## config.mk

```make
export PLATFORM = sky130hd
export DESIGN_NAME = obi_tlul_bridge
export DESIGN_NICKNAME = d
export VERILOG_FILES = /design/src/rtl/obi_tlul_bridge_pkg.sv /design/src/rtl/obi_tlul_rob.sv /design/src/rtl/obi_tlul_bridge.sv
export SDC_FILE = /design/constraint.sdc
export NUM_CORES = 1
export LEC_CHECK = 0
export CELL_PAD_IN_SITES_DETAIL_PLACEMENT = 1
export CELL_PAD_IN_SITES_GLOBAL_PLACEMENT = 1
export CORE_UTILIZATION = 44
export DETAILED_ROUTE_END_ITERATION = 10
export PLACE_DENSITY_LB_ADDON = 0.1
export REMOVE_ABC_BUFFERS = 1
export SLEW_MARGIN = 25
export SYNTH_ARGS = -nofsm -noshare
export SYNTH_HDL_FRONTEND = slang
export SYNTH_HIERARCHICAL = 1
export SYNTH_SLANG_ARGS = --single-unit
```

## constraint.sdc

```tcl
create_clock -name clk_i -period 16 [get_ports clk_i]
set_input_delay 4 -clock clk_i [delete_from_list [all_inputs] [get_ports clk_i]]
set_output_delay 4 -clock clk_i [all_outputs]
set_load 0.01 [all_outputs]
```

## src/rtl/obi_tlul_bridge_pkg.sv

```systemverilog
// ----------------------------------------------------------------------------
// obi_tlul_bridge_pkg
// Shared types and helpers for the OBI -> TL-UL bridge:
//   - TL-UL channel structs (tl_h2d_t host->device, tl_d2h_t device->host)
//   - A/D channel opcode enums
//   - rob_entry_t: one reorder-buffer slot (valid, filled, we, addr, data, err)
//   - src_w(): slot-index width derived from the outstanding depth
//   - a_opcode_sel(): Get / PutFullData / PutPartialData selection
// ----------------------------------------------------------------------------
package obi_tlul_bridge_pkg;

    localparam int TL_AW  = 32;
    localparam int TL_DW  = 32;
    localparam int TL_DBW = TL_DW / 8;
    localparam int TL_AIW = 8;

    typedef enum logic [2:0] {
        PUT_FULL_DATA    = 3'h0,
        PUT_PARTIAL_DATA = 3'h1,
        GET              = 3'h4
    } tl_a_op_e;

    typedef enum logic [2:0] {
        ACCESS_ACK      = 3'h0,
        ACCESS_ACK_DATA = 3'h1
    } tl_d_op_e;

    typedef struct packed {
        logic              a_valid;
        tl_a_op_e          a_opcode;
        logic [2:0]        a_param;
        logic [1:0]        a_size;
        logic [TL_AIW-1:0] a_source;
        logic [TL_AW-1:0]  a_address;
        logic [TL_DBW-1:0] a_mask;
        logic [TL_DW-1:0]  a_data;
        logic              d_ready;
    } tl_h2d_t;

    typedef struct packed {
        logic              d_valid;
        tl_d_op_e          d_opcode;
        logic [2:0]        d_param;
        logic [1:0]        d_size;
        logic [TL_AIW-1:0] d_source;
        logic              d_sink;
        logic [TL_DW-1:0]  d_data;
        logic              d_error;
        logic              a_ready;
    } tl_d2h_t;

    typedef struct packed {
        logic             valid;
        logic             filled;
        logic             we;
        logic [TL_AW-1:0] addr;
        logic [TL_DW-1:0] data;
        logic             err;
    } rob_entry_t;

    // A single-slot buffer still needs a one-bit index.
    function automatic int src_w(input int depth);
        return (depth > 1) ? $clog2(depth) : 1;
    endfunction

    function automatic tl_a_op_e a_opcode_sel(input logic we, input logic [TL_DBW-1:0] be);
        if (!we) begin
            return GET;
        end
        return (be == {TL_DBW{1'b1}}) ? PUT_FULL_DATA : PUT_PARTIAL_DATA;
    endfunction

endpackage

```

## src/rtl/obi_tlul_rob.sv

```systemverilog
// ----------------------------------------------------------------------------
// obi_tlul_rob
// Reorder buffer for the OBI -> TL-UL bridge. Slots are allocated in issue
// order at the tail; TL-UL responses fill slots out of order by source id;
// responses are released strictly in issue order from the head.
// Ports:
//   clk_i, rst_i            clock, asynchronous active-high reset
//   alloc_*                 allocate the tail slot (we, addr)
//   alloc_slot_o            index of the slot the next allocation takes
//   free_o / busy_o         a slot is free / any slot outstanding
//   fill_*                  TL-UL D-channel beat (source, data, error)
//   rsp_*                   registered in-order response (valid pulse,
//                           data (0 for writes), error, original address)
// ----------------------------------------------------------------------------
module obi_tlul_rob
    import obi_tlul_bridge_pkg::*;
#(
    parameter  int DEPTH = 4,
    localparam int SRC_W = src_w(DEPTH)
) (
    input  logic              clk_i,
    input  logic              rst_i,
    input  logic              alloc_i,
    input  logic              alloc_we_i,
    input  logic [31:0]       alloc_addr_i,
    output logic [SRC_W-1:0]  alloc_slot_o,
    output logic              free_o,
    output logic              busy_o,
    input  logic              fill_valid_i,
    input  logic [TL_AIW-1:0] fill_source_i,
    input  logic [31:0]       fill_data_i,
    input  logic              fill_err_i,
    output logic              rsp_valid_o,
    output logic [31:0]       rsp_data_o,
    output logic              rsp_err_o,
    output logic [31:0]       rsp_addr_o
);

    localparam int CNT_W = $clog2(DEPTH + 1);

    rob_entry_t       slot_reg [DEPTH];
    logic [SRC_W-1:0] head_reg;
    logic [SRC_W-1:0] tail_reg;
    logic [CNT_W-1:0] count_reg;
    logic             rsp_valid_reg;
    logic [31:0]      rsp_data_reg;
    logic             rsp_err_reg;
    logic [31:0]      rsp_addr_reg;

    logic [DEPTH-1:0] fill_hit;
    rob_entry_t       head_entry;
    logic             head_fill;
    logic             retire;
    logic             alloc;
    logic [31:0]      retire_data;
    logic             retire_err;

    function automatic logic [SRC_W-1:0] ptr_inc(input logic [SRC_W-1:0] p);
        return (p == SRC_W'(DEPTH - 1)) ? '0 : p + 1'b1;
    endfunction

    // A beat is accepted only for an allocated slot still waiting for its
    // response; stray or duplicate sources (including ones left over from
    // before a reset) fall through here unmatched.
    for (genvar gi = 0; gi < DEPTH; gi++) begin : g_fill
        assign fill_hit[gi] = fill_valid_i
                           && (fill_source_i == TL_AIW'(gi))
                           && slot_reg[gi].valid
                           && !slot_reg[gi].filled;
    end

    assign head_entry = slot_reg[head_reg];
    assign head_fill  = fill_hit[head_reg];

    // The head may retire in the same cycle its response arrives, so the
    // registered response shows up one cycle after d_valid.
    assign retire      = head_entry.valid && (head_entry.filled || head_fill);
    assign retire_data = head_entry.filled ? head_entry.data : fill_data_i;
    assign retire_err  = head_entry.filled ? head_entry.err  : fill_err_i;

    assign free_o       = (count_reg != CNT_W'(DEPTH));
    assign busy_o       = (count_reg != '0);
    assign alloc        = alloc_i && free_o;
    assign alloc_slot_o = tail_reg;

    always_ff @(posedge clk_i or posedge rst_i) begin
        if (rst_i) begin
            for (int i = 0; i < DEPTH; i++) begin
                slot_reg[i] <= '0;
            end
            head_reg      <= '0;
            tail_reg      <= '0;
            count_reg     <= '0;
            rsp_valid_reg <= 1'b0;
            rsp_data_reg  <= '0;
            rsp_err_reg   <= 1'b0;
            rsp_addr_reg  <= '0;
        end else begin
            for (int i = 0; i < DEPTH; i++) begin
                if (fill_hit[i]) begin
                    slot_reg[i].filled <= 1'b1;
                    slot_reg[i].data   <= fill_data_i;
                    slot_reg[i].err    <= fill_err_i;
                end
            end

            rsp_valid_reg <= retire;
            if (retire) begin
                rsp_data_reg              <= head_entry.we ? '0 : retire_data;
                rsp_err_reg               <= retire_err;
                rsp_addr_reg              <= head_entry.addr;
                slot_reg[head_reg].valid  <= 1'b0;
                slot_reg[head_reg].filled <= 1'b0;
                head_reg                  <= ptr_inc(head_reg);
            end

            // The tail slot is never the retiring head: they only coincide
            // when the buffer is full, and then nothing allocates.
            if (alloc) begin
                slot_reg[tail_reg].valid  <= 1'b1;
                slot_reg[tail_reg].filled <= 1'b0;
                slot_reg[tail_reg].we     <= alloc_we_i;
                slot_reg[tail_reg].addr   <= alloc_addr_i;
                slot_reg[tail_reg].data   <= '0;
                slot_reg[tail_reg].err    <= 1'b0;
                tail_reg                  <= ptr_inc(tail_reg);
            end

            case ({alloc, retire})
                2'b10:   count_reg <= count_reg + 1'b1;
                2'b01:   count_reg <= count_reg - 1'b1;
                default: count_reg <= count_reg;
            endcase
        end
    end

    assign rsp_valid_o = rsp_valid_reg;
    assign rsp_data_o  = rsp_data_reg;
    assign rsp_err_o   = rsp_err_reg;
    assign rsp_addr_o  = rsp_addr_reg;

endmodule

```

## src/rtl/obi_tlul_bridge.sv

```systemverilog
// ----------------------------------------------------------------------------
// obi_tlul_bridge
// Bridges an OBI host to a TL-UL device port with up to DEPTH outstanding
// transactions. Each granted request takes a reorder-buffer slot whose index
// is the TL-UL a_source; responses are returned to OBI in issue order.
// Parameters:
//   DEPTH     outstanding transactions (power of two, 1..16)
//   REQ_PIPE  1 = A channel driven from a one-entry skid register
// Ports:
//   clk_i, rst_i                                  clock, async active-high reset
//   obi_req_i/obi_gnt_o, obi_addr_i, obi_we_i,
//   obi_be_i, obi_wdata_i                         OBI request channel
//   obi_rvalid_o, obi_rdata_o, obi_err_o          OBI response channel
//   tl_o / tl_i                                   TL-UL host port
//   busy_o                                        transaction outstanding
//   err_o, err_addr_o                             sticky first-error capture
// Build option: define OBI_TLUL_BRIDGE_ERR_CAPTURE_EN to enable err_o /
// err_addr_o; otherwise both are tied to 0.
// ----------------------------------------------------------------------------
module obi_tlul_bridge
    import obi_tlul_bridge_pkg::*;
#(
    parameter int DEPTH    = 4,
    parameter int REQ_PIPE = 0
) (
    input  logic        clk_i,
    input  logic        rst_i,
    input  logic        obi_req_i,
    output logic        obi_gnt_o,
    input  logic [31:0] obi_addr_i,
    input  logic        obi_we_i,
    input  logic [3:0]  obi_be_i,
    input  logic [31:0] obi_wdata_i,
    output logic        obi_rvalid_o,
    output logic [31:0] obi_rdata_o,
    output logic        obi_err_o,
    output tl_h2d_t     tl_o,
    input  tl_d2h_t     tl_i,
    output logic        busy_o,
    output logic        err_o,
    output logic [31:0] err_addr_o
);

    localparam int SRC_W = src_w(DEPTH);

    logic             slot_free;
    logic             rob_busy;
    logic             skid_busy;
    logic             alloc;
    logic [SRC_W-1:0] alloc_slot;
    logic             rsp_valid;
    logic             rsp_err;
    logic [31:0]      rsp_addr;
    tl_h2d_t          a_req;
    tl_h2d_t          a_chan;

    // A-channel beat built straight from the OBI request and the slot it
    // would be given if granted this cycle.
    always_comb begin
        a_req           = '0;
        a_req.a_valid   = 1'b1;
        a_req.a_opcode  = a_opcode_sel(obi_we_i, obi_be_i);
        a_req.a_size    = 2'd2;
        a_req.a_source  = TL_AIW'(alloc_slot);
        a_req.a_address = {obi_addr_i[31:2], 2'b00};
        a_req.a_mask    = obi_we_i ? obi_be_i : 4'hF;
        a_req.a_data    = obi_we_i ? obi_wdata_i : '0;
        a_req.d_ready   = 1'b1;
    end

    if (REQ_PIPE != 0) begin : g_skid
        tl_h2d_t skid_reg;

        // Accept while the skid is empty or is being drained this cycle.
        assign alloc = obi_req_i && slot_free && (!skid_reg.a_valid || tl_i.a_ready);

        always_ff @(posedge clk_i or posedge rst_i) begin
            if (rst_i) begin
                skid_reg <= '0;
            end else if (alloc) begin
                skid_reg <= a_req;
            end else if (tl_i.a_ready) begin
                skid_reg.a_valid <= 1'b0;
            end
        end

        assign a_chan    = skid_reg;
        assign skid_busy = skid_reg.a_valid;
    end else begin : g_direct
        assign alloc = obi_req_i && slot_free && tl_i.a_ready;

        always_comb begin
            a_chan         = a_req;
            a_chan.a_valid = obi_req_i && slot_free;
        end

        assign skid_busy = 1'b0;
    end

    always_comb begin
        tl_o         = a_chan;
        tl_o.d_ready = 1'b1;
    end

    assign obi_gnt_o    = alloc;
    assign busy_o       = rob_busy || skid_busy;
    assign obi_rvalid_o = rsp_valid;
    assign obi_err_o    = rsp_err;

    obi_tlul_rob #(
        .DEPTH (DEPTH)
    ) u_rob (
        .clk_i         (clk_i),
        .rst_i         (rst_i),
        .alloc_i       (alloc),
        .alloc_we_i    (obi_we_i),
        .alloc_addr_i  (obi_addr_i),
        .alloc_slot_o  (alloc_slot),
        .free_o        (slot_free),
        .busy_o        (rob_busy),
        .fill_valid_i  (tl_i.d_valid),
        .fill_source_i (tl_i.d_source),
        .fill_data_i   (tl_i.d_data),
        .fill_err_i    (tl_i.d_error),
        .rsp_valid_o   (rsp_valid),
        .rsp_data_o    (obi_rdata_o),
        .rsp_err_o     (rsp_err),
        .rsp_addr_o    (rsp_addr)
    );

`ifdef OBI_TLUL_BRIDGE_ERR_CAPTURE_EN
    logic        err_reg;
    logic [31:0] err_addr_reg;

    // Only the first erroring response since reset is recorded.
    always_ff @(posedge clk_i or posedge rst_i) begin
        if (rst_i) begin
            err_reg      <= 1'b0;
            err_addr_reg <= '0;
        end else if (rsp_valid && rsp_err && !err_reg) begin
            err_reg      <= 1'b1;
            err_addr_reg <= rsp_addr;
        end
    end

    assign err_o      = err_reg;
    assign err_addr_o = err_addr_reg;
`else
    logic unused_rsp_addr;
    assign unused_rsp_addr = ^rsp_addr;
    assign err_o           = 1'b0;
    assign err_addr_o      = '0;
`endif

    // D-channel fields the bridge has no use for.
    logic unused_tl;
    assign unused_tl = ^{tl_i.d_opcode, tl_i.d_param, tl_i.d_size, tl_i.d_sink};

endmodule

```

**Word level (Yosys, flattened, before mapping)**

Cells that the tools add are included.

- Output and inout bits: 155
- Register bits after elaboration: 313
- Input bits: 124
- Word-level logic and storage cells: 125

- Equal/unequal tests: 9
- Bitwise gates (word level): 2
- Mux-type cells: 49
- Add/sub/neg operators: 4
- Reductions and logical operators: 26
- Magnitude comparators: 5

Operator list:

| kind | number |
|---|---|
| $bwmux 272 | 8 |
| $demux 68 s2 | 8 |
| $mux 272 | 2 |
| $mux 68 | 4 |
| $mux 33 | 5 |
| $bmux 68 s2 | 1 |
| $mux 67 | 2 |
| $mux 32 | 3 |
| $mux 66 | 1 |
| $mux 65 | 1 |
| $logic_and 1x1->1 | 18 |
| $eq 8x2->1 const B | 2 |
| $eq 8x1->1 const B | 1 |
| $logic_not 8->1 | 1 |
| $mux 1 | 8 |
| $eq 2x2->1 const B | 3 |
| $ge 3x3->1 const B | 2 |
| $lt 3x1->1 const B | 2 |
| $not 2->3 | 2 |
| $pmux 3 s2 | 1 |
| $add 2x1->2 const B | 2 |
| $eq 4x4->1 const B | 1 |
| $logic_not 1->1 | 4 |
| $mux 2 | 2 |
| 11 further kinds | 11 |

**Longest topological paths before layout**

Gate-level depths: netlist of the first run.

- Depth after elaboration: 16
- Gate-level depth with buffers: 13
- Depth with buffers taken out: 10

**Cells and area by module**

The synthesis of the first run kept the hierarchy.

Modules (own cells, without submodules):

| module | seq. area each (sq um) | instances | cells an instance | area each (sq um) |
|---|---|---|---|---|
| obi_tlul_rob | 8633.3 | 1 | 1377 | 15960.3 |
| obi_tlul_bridge | 0.0 | 1 | 123 | 895.9 |

**Worst setup path before layout of the first run**

Ideal clock, no wire load.

- Path type: input to output
- Start: in obi_we_i
- End: out tl_o[82] (netlist name)
- Path buffers: 0
- Slack: 7.681 ns
- Stages on the path: 2
- Required time: 12.000 ns
- Arrival time: 4.319 ns
- Path through: inv_1 > a41oi_1

RTL lines:

| item | RTL line | text |
|---|---|---|
| start: declaration | obi_tlul_bridge.sv:31 | `input logic obi_we_i,` |
| end: declaration | obi_tlul_bridge.sv:37 | `output tl_h2d_t tl_o,` |

==> results of run 1 <==
-- where the power goes --
| part | total (mW) | internal [mW] | switching (mW) |
|---|---|---|---|
| clock | 0.443 | 0.251 | 0.191 |
| combinational | 0.437 | 0.198 | 0.239 |
| sequential | 0.567 | 0.527 | 0.0399 |
| total | 1.45 | 0.976 | 0.471 |
-- worst max-delay path by stage --
stage | start | endpoint | slack [ns]
floorplan | rst_i | u_rob/alloc_slot_o[0] | 6.97
global placement | obi_we_i | tl_o[82] | 5.89
detailed placement | obi_we_i | tl_o[82] | 5.75
CTS | obi_we_i | tl_o[82] | 5.72
global route | obi_we_i | tl_o[82] | 6.43
finish | obi_we_i | tl_o[82] | 6.59
-- layout make-up --
class | count | share of cell area (%)
Multi-Input combinational cell | 574 | 39.1
Sequential cell | 185 | 38.6
Timing Repair Buffer | 170 | 13.9
Clock buffer | 18 | 3.66
Tap cell | 285 | 2.97
Clock inverter | 13 | 1.41
Inverter | 8 | 0.313
Antenna cell | 1 | 0.0209
-- stage by stage --
| step | std cells | setup slack [ns] | util (%) | hold WS [ns] |
|---|---|---|---|---|
| after global placement | 1222 | 5.89 | 50.2 | 0.457 |
| after floorplan | 767 | 6.97 | - | 0.440 |
| after global routing | 1254 | 6.43 | 52.8 | 0.519 |
| after CTS | 1253 | 5.72 | 52.8 | 0.491 |
| after detailed placement | 1222 | 5.75 | 50.2 | 0.475 |
| final | 1254 | 6.59 | 52.8 | 0.485 |
-- metal layers --
metal / global-route usage, % / part of all wire, % / up-vias
li1: - / - / 2975
met1: 31.9 / 43 / 3567
met2: 41.4 / 48 / 205
met3: 8.52 / 6.6 / 34
met4: 6.93 / 1.6 / 4
met5: 1.45 / 0.19 / -
==> flow_summary.toml, run 1 <==
[grt]
antenna_found_initial = 2
grt_first_pass_wirelength_um = 45300
grt_pass1_vias = 7622
grt.total_usage_pct = 25.3
grt_max_degree = 101
grt_overflow = 0

[synth]
syn_avg_cell_area_um2 = 11.7
syn_inst = 876
netlist_area_um2 = 10200
yosysWarnings = 6

[critical_path]
reg2reg_setup_slack_ns = 13.04
crit_path_max_incr_delay_ns = 0.58
cp.arrival_ns = 5.41
r2r_cells = 10
crit_chain = "buf_2 > inv_1 > a41oi_1 > clkdlybuf4s50_1"
critPathLaunchType = "input port"
end_kind = "output pin"
rr_endpoint = "u_rob/count_reg[2]"
path_class = "in -> out"
cp_max_fo = 41
slowest_stage = "clkdlybuf4s50_1"
critPathBufInv = 3
cpLargestDelayFamily = "buffers and inverters"
crit_cells = 4
crit_required_ns = 12.00
rr_startpoint = "u_rob/slot_reg[66]"

[route]
totalWireLength_um = 28800
wl_per_cell_um = 22.9
viasPerCell = 5.41
vias = 6785
firstDrtPassIters = 4
antenna_left = 0
drt_iter0_drc = 287
drc = 0

[cts]
cts_tree = "built"
clockRootBuffer = "clkbuf_16"
post_cts_buffers = 0
cts_buffers = 17
clockBufferDepth = 2
clock_latency_ns = 0.43
cts_resized = 0
cts_sinks = 185
path_clk_slew_ns = 0.07
htreeDepth = 4
cts-hold-fix-buffers = 0

[sta]
rsz0062_at_grt = "false"
drv_slew = 0
worst_clock_skew_ns = 0.0103
period_needed_ns = 9.41
setup_tns_ns = 0
fmax_mhz = 106
max_slew_margin_pct = 34.4
fin_crit_sh_pct = 58.8
finalSetupViolCount = 0
tightest_slew_ns = 0.984
hold_viol = 0

[placed_design]
post_dp_cell_area_um2 = 11400
portBuffers = 159
globalplace.congestion = 0.784
place_hpwl_um = 17900

[run]
drv_cap = 0

[die]
dieHeight_um = 155
fp.dieW_um = 155
core_um2 = 22700
num_io_pins = 279
rows = 55
initial_core_util_pct = 45.1
die_area_um2 = 23900

[hold_path]
holdPathEnd = "u_rob/rsp_data_o[2]"
hp-class = "reg -> reg"
holdPathStages = 1
worstHoldStart = "u_rob/rsp_data_o[2]"

[power_and_ir_drop]
ir_drop_uv = 71.0
power_mw = 1.45
powerDensity_nw_per_um2 = 121
power_leakage_nw = 5.14

[cells_and_area]
multi_input_area_um2 = 4690
area.growth.synth_to_final_pct = 17.1
final_area_um2 = 12000
mostFrequentLayoutCell = "dfrtp_1"
drive_gt1_share_pct = 21.5
largest_reg_flops = 144
final_cell_mix = "dfrtp_1, mux2i_1, clkdlybuf4s50_1"
seqCellArea_um2 = 4630
nets = 1090
fillCellCount = 2372

[run_status]
status = "finished clean"
(Power assumes the default switching activity.)
==> run 2, diff against run 1 <==
- CORE_UTILIZATION: 44 -> 40
- clock period: 16 -> 7.6 ns (I/O delays scaled with it)
==> flow_summary.toml, run 2 (synthesized netlist as in run 1, its figures left out) <==
[power_and_ir_drop]
powerDensity_nw_per_um2 = 252
p_int_mw = 2.03
power.share.clock_pct = 30.3
p_switching_mw = 1.01
power_leakage_nw = 5.12
combPwrFrac_pct = 30.1
seqPwrFrac_pct = 39.6
ir_drop_uv = 133
swShare_pct = 33.1
power_mw = 3.03

[critical_path]
path_class = "in -> out"
critPathLaunchType = "input port"
cp_max_fo = 41
cp.arrival_ns = 3.27
crit_required_ns = 5.70
end_kind = "output pin"
reg2reg_setup_slack_ns = 4.46

[cts]
cts_resized = 0
cts-hold-fix-buffers = 0
clockBufferDepth = 2
cts_tree = "built"
post_cts_buffers = 0
cts_sinks = 185
clock_latency_ns = 0.44
clockRootBuffer = "clkbuf_16"
path_clk_slew_ns = 0.07
htreeDepth = 4
cts_buffers = 17

[placed_design]
placedCellCount = 1267
post_dp_cell_area_um2 = 11400
pre_cts_ws_ns = 1.63
place_hpwl_um = 17500
portBuffers = 159
globalplace.congestion = 0.779

[grt]
grt_pass1_vias = 7547
grt_max_degree = 128
grt_overflow = 0
grt_first_pass_wirelength_um = 44600
antenna_found_initial = 1
grt.total_usage_pct = 22.9

[sta]
rsz0062_at_grt = "false"
drv_slew = 0
fin_crit_sh_pct = 68.1
timing.hold.ws_ns = 0.483
max_slew_margin_pct = 31.7
finalSetupViolCount = 0
setup_tns_ns = 0
hold_viol = 0
fmax_mhz = 193
worst_clock_skew_ns = 0.0135
fin_ws_ns = 2.43
period_needed_ns = 5.17
tightest_slew_ns = 1.02

[cells_and_area]
area.growth.synth_to_final_pct = 17.5
fillCellCount = 2666
final_cell_mix = "dfrtp_1, mux2i_1, clkdlybuf4s50_1"
final_area_um2 = 12000
drive_gt1_share_pct = 21.5
nets = 1090
finalNonFillerCells = 1299
antenna_cells = 0
largest_reg_flops = 144
post-route-util_pct = 47.8
mostFrequentLayoutCell = "dfrtp_1"

[die]
rows = 58
core_um2 = 25200
fp.dieW_um = 162
num_io_pins = 279
dieHeight_um = 162
die_area_um2 = 26300
initial_core_util_pct = 40.7

[hold_path]
hp-class = "reg -> reg"

[route]
vias = 6767
drt_iter0_drc = 259
drc = 0
firstDrtPassIters = 4
wl_per_cell_um = 21.8
antenna_left = 0
viasPerCell = 5.21
totalWireLength_um = 28300

[run]
drv_cap = 0

[run_status]
status = "finished clean"
[run 2: worst paths after layout]
path / startpoint / endpoint / depth (start not counted)
worst max-delay path: obi_we_i / tl_o[82] / 4
worst min-delay path: u_rob/slot_reg[65] / u_rob/slot_reg[65] / 2
worst max register to register: u_rob/head_reg[0] / u_rob/count_reg[2] / 10
worst min register to register: u_rob/slot_reg[65] / u_rob/slot_reg[65] / 2
max in group asynchronous: rst_i / u_rob/head_reg[0] / 3
min in group asynchronous: rst_i / u_rob/slot_reg[236] / 2
[run 2: power by group through the flow]
stage	Combinational [mW]	Sequential [mW]	Clock, mW
final	0.913	1.20	0.920
after floorplan	0.438	1.27	0
after global routing	0.996	1.22	0.986
after CTS	0.932	1.20	0.946
after detailed placement	0.927	1.22	0
after global placement	0.907	1.21	0
[run 2: metal layers]
metal,track usage [%],up-vias,routed length [um]
met3,6.92,32,1560
met4,6.52,2,398
met2,37.5,179,14000
met5,3.60,-,93
met1,28.9,3570,12200
li1,-,2984,-
[run 2: critical path: stages]
cell	delay, ns
buf_2	0.41
inv_1	0.13
a41oi_1	0.25
clkdlybuf4s50_1	0.58
[run 2: final cells by class]
type | instances | area (um^2) | share of cell area, %
clock buffer | 19 | 443 | 3.68
multi-input combinational | 574 | 4690 | 38.9
timing repair buffer | 170 | 1670 | 13.9
inverter | 8 | 37.5 | 0.312
sequential | 185 | 4630 | 38.5
tap | 330 | 413 | 3.43
clock inverter | 13 | 159 | 1.32
==> run 3, diff against run 2 <==
- CORE_UTILIZATION: 40 -> 44
- clock period: 7.6 -> 5.1 ns (I/O delays scaled with it)
==> flow_summary.toml, run 3 (synthesized netlist as in run 1, its figures left out) <==
[placed_design]
pre_cts_ws_ns = 0.912
portBuffers = 159
globalplace.congestion = 0.840
post_dp_cell_area_um2 = 11500
place_hpwl_um = 18500
placedCellCount = 1230

[cells_and_area]
multi_input_area_um2 = 4690
fillCellCount = 2378
nets = 1098
antenna_cells = 0
area.growth.synth_to_final_pct = 17.5
seqCellArea_um2 = 4630
final_area_um2 = 12000
final_cell_mix = "dfrtp_1, mux2i_1, clkdlybuf4s50_1"
finalNonFillerCells = 1262
mostFrequentLayoutCell = "dfrtp_1"
drive_gt1_share_pct = 22.0
largest_reg_flops = 144
post-route-util_pct = 53.0

[critical_path]
cp.arrival_ns = 2.91
crit_chain = "clkdlybuf4s50_1 > buf_4 > inv_1 > a41oi_1 > clkdlybuf4s50_1"
crit_path_max_incr_delay_ns = 0.57
crit_cells = 5
critPathLaunchType = "input port"
path_common_cell = "clkdlybuf4s50_1"
path_class = "in -> out"
end_kind = "output pin"
r2r_cells = 10
cpLargestDelayFamily = "buffers and inverters"
slowest_stage = "clkdlybuf4s50_1"
cp_max_fo = 41
critPathBufInv = 4
crit_required_ns = 3.83

[sta]
timing.hold.ws_ns = 0.488
drv_slew = 0
finalSetupViolCount = 0
worst_clock_skew_ns = 0.0187
period_needed_ns = 4.18
fmax_mhz = 239
setup_tns_ns = 0
hold_viol = 0
rsz0062_at_grt = "false"
fin_ws_ns = 0.916
tightest_slew_ns = 1.01
max_slew_margin_pct = 32.6
fin_crit_sh_pct = 82.0

[power_and_ir_drop]
p_switching_mw = 1.51
powerDensity_nw_per_um2 = 372
power_mw = 4.48
p_int_mw = 2.97
swShare_pct = 33.7
power.share.clock_pct = 29.5
ir_drop_uv = 229
seqPwrFrac_pct = 40.0
combPwrFrac_pct = 30.4
power_leakage_nw = 5.16

[cts]
path_clk_slew_ns = 0.07
cts_tree = "built"
cts_resized = 0
clockBufferDepth = 2
clock_latency_ns = 0.44
cts_buffers = 17
cts-hold-fix-buffers = 0
cts_sinks = 185
htreeDepth = 4
post_cts_buffers = 0
clockRootBuffer = "clkbuf_16"

[route]
drt_iter0_drc = 326
drc = 0
vias = 6707
wl_per_cell_um = 22.5
antenna_left = 0
viasPerCell = 5.31
firstDrtPassIters = 4
totalWireLength_um = 28400

[grt]
grt_pass1_vias = 7585
grt_max_degree = 136
antenna_found_initial = 0
grt_overflow = 0
grt_first_pass_wirelength_um = 44300
grt.total_usage_pct = 24.9

[hold_path]
hp-class = "reg -> reg"
holdPathStages = 1

[die]
initial_core_util_pct = 45.1
rows = 55
dieHeight_um = 155
die_area_um2 = 23900
fp.dieW_um = 155
core_um2 = 22700
num_io_pins = 279

[run_status]
status = "finished clean"

[run]
drv_cap = 0
-- run 3: cell count changes in the layout (fill, tap and decap cells not counted) --
cell	change
buf_2	-1
bufinv_16	-1
clkinvlp_4	-2
inv_8	-2
a21boi_0	+1
clkinv_8	+2
buf_4	+8
a21boi_1	-1
clkinv_4	+1
clkbuf_8	-1
clkdlybuf4s50_1	+1
inv_6	+3
-- run 3: final cells by class --
| cell class | count | share of cell area, % |
|---|---|---|
| multi-input combinational | 574 | 39.0 |
| clock inverter | 14 | 1.28 |
| timing repair buffer | 178 | 14.4 |
| clock buffer | 18 | 3.56 |
| sequential | 185 | 38.5 |
| tap | 285 | 2.96 |
| inverter | 8 | 0.353 |
-- run 3: path summary, 6_finish.rpt --
path	startpoint	to	slack, ns
min	u_rob/rsp_data_o[1]	u_rob/rsp_data_o[1]	0.49
max in group asynchronous	rst_i	u_rob/slot_reg[15]	2.94
max	obi_we_i	tl_o[82]	0.92
min in group asynchronous	rst_i	u_rob/rsp_valid_o	1.33
min reg2reg	u_rob/rsp_data_o[1]	u_rob/rsp_data_o[1]	0.49
max reg2reg	u_rob/head_reg[0]	u_rob/count_reg[2]	1.93
-- run 3: power groups by stage --
stage | Sequential, mW | Combinational, mW | Clock [mW]
after detailed placement | 1.82 | 1.38 | 0
final | 1.79 | 1.36 | 1.32
after global placement | 1.81 | 1.34 | 0
after floorplan | 1.90 | 0.653 | 0
after global routing | 1.82 | 1.47 | 1.41
after CTS | 1.80 | 1.38 | 1.36
-- run 3: routing by layer --
metal	vias up	routed length, um	track usage (%)
li1	3002	-	-
met5	-	92	2.90
met2	194	13800	41.7
met3	29	1910	8.35
met1	3478	12200	30.5
met4	4	376	6.18
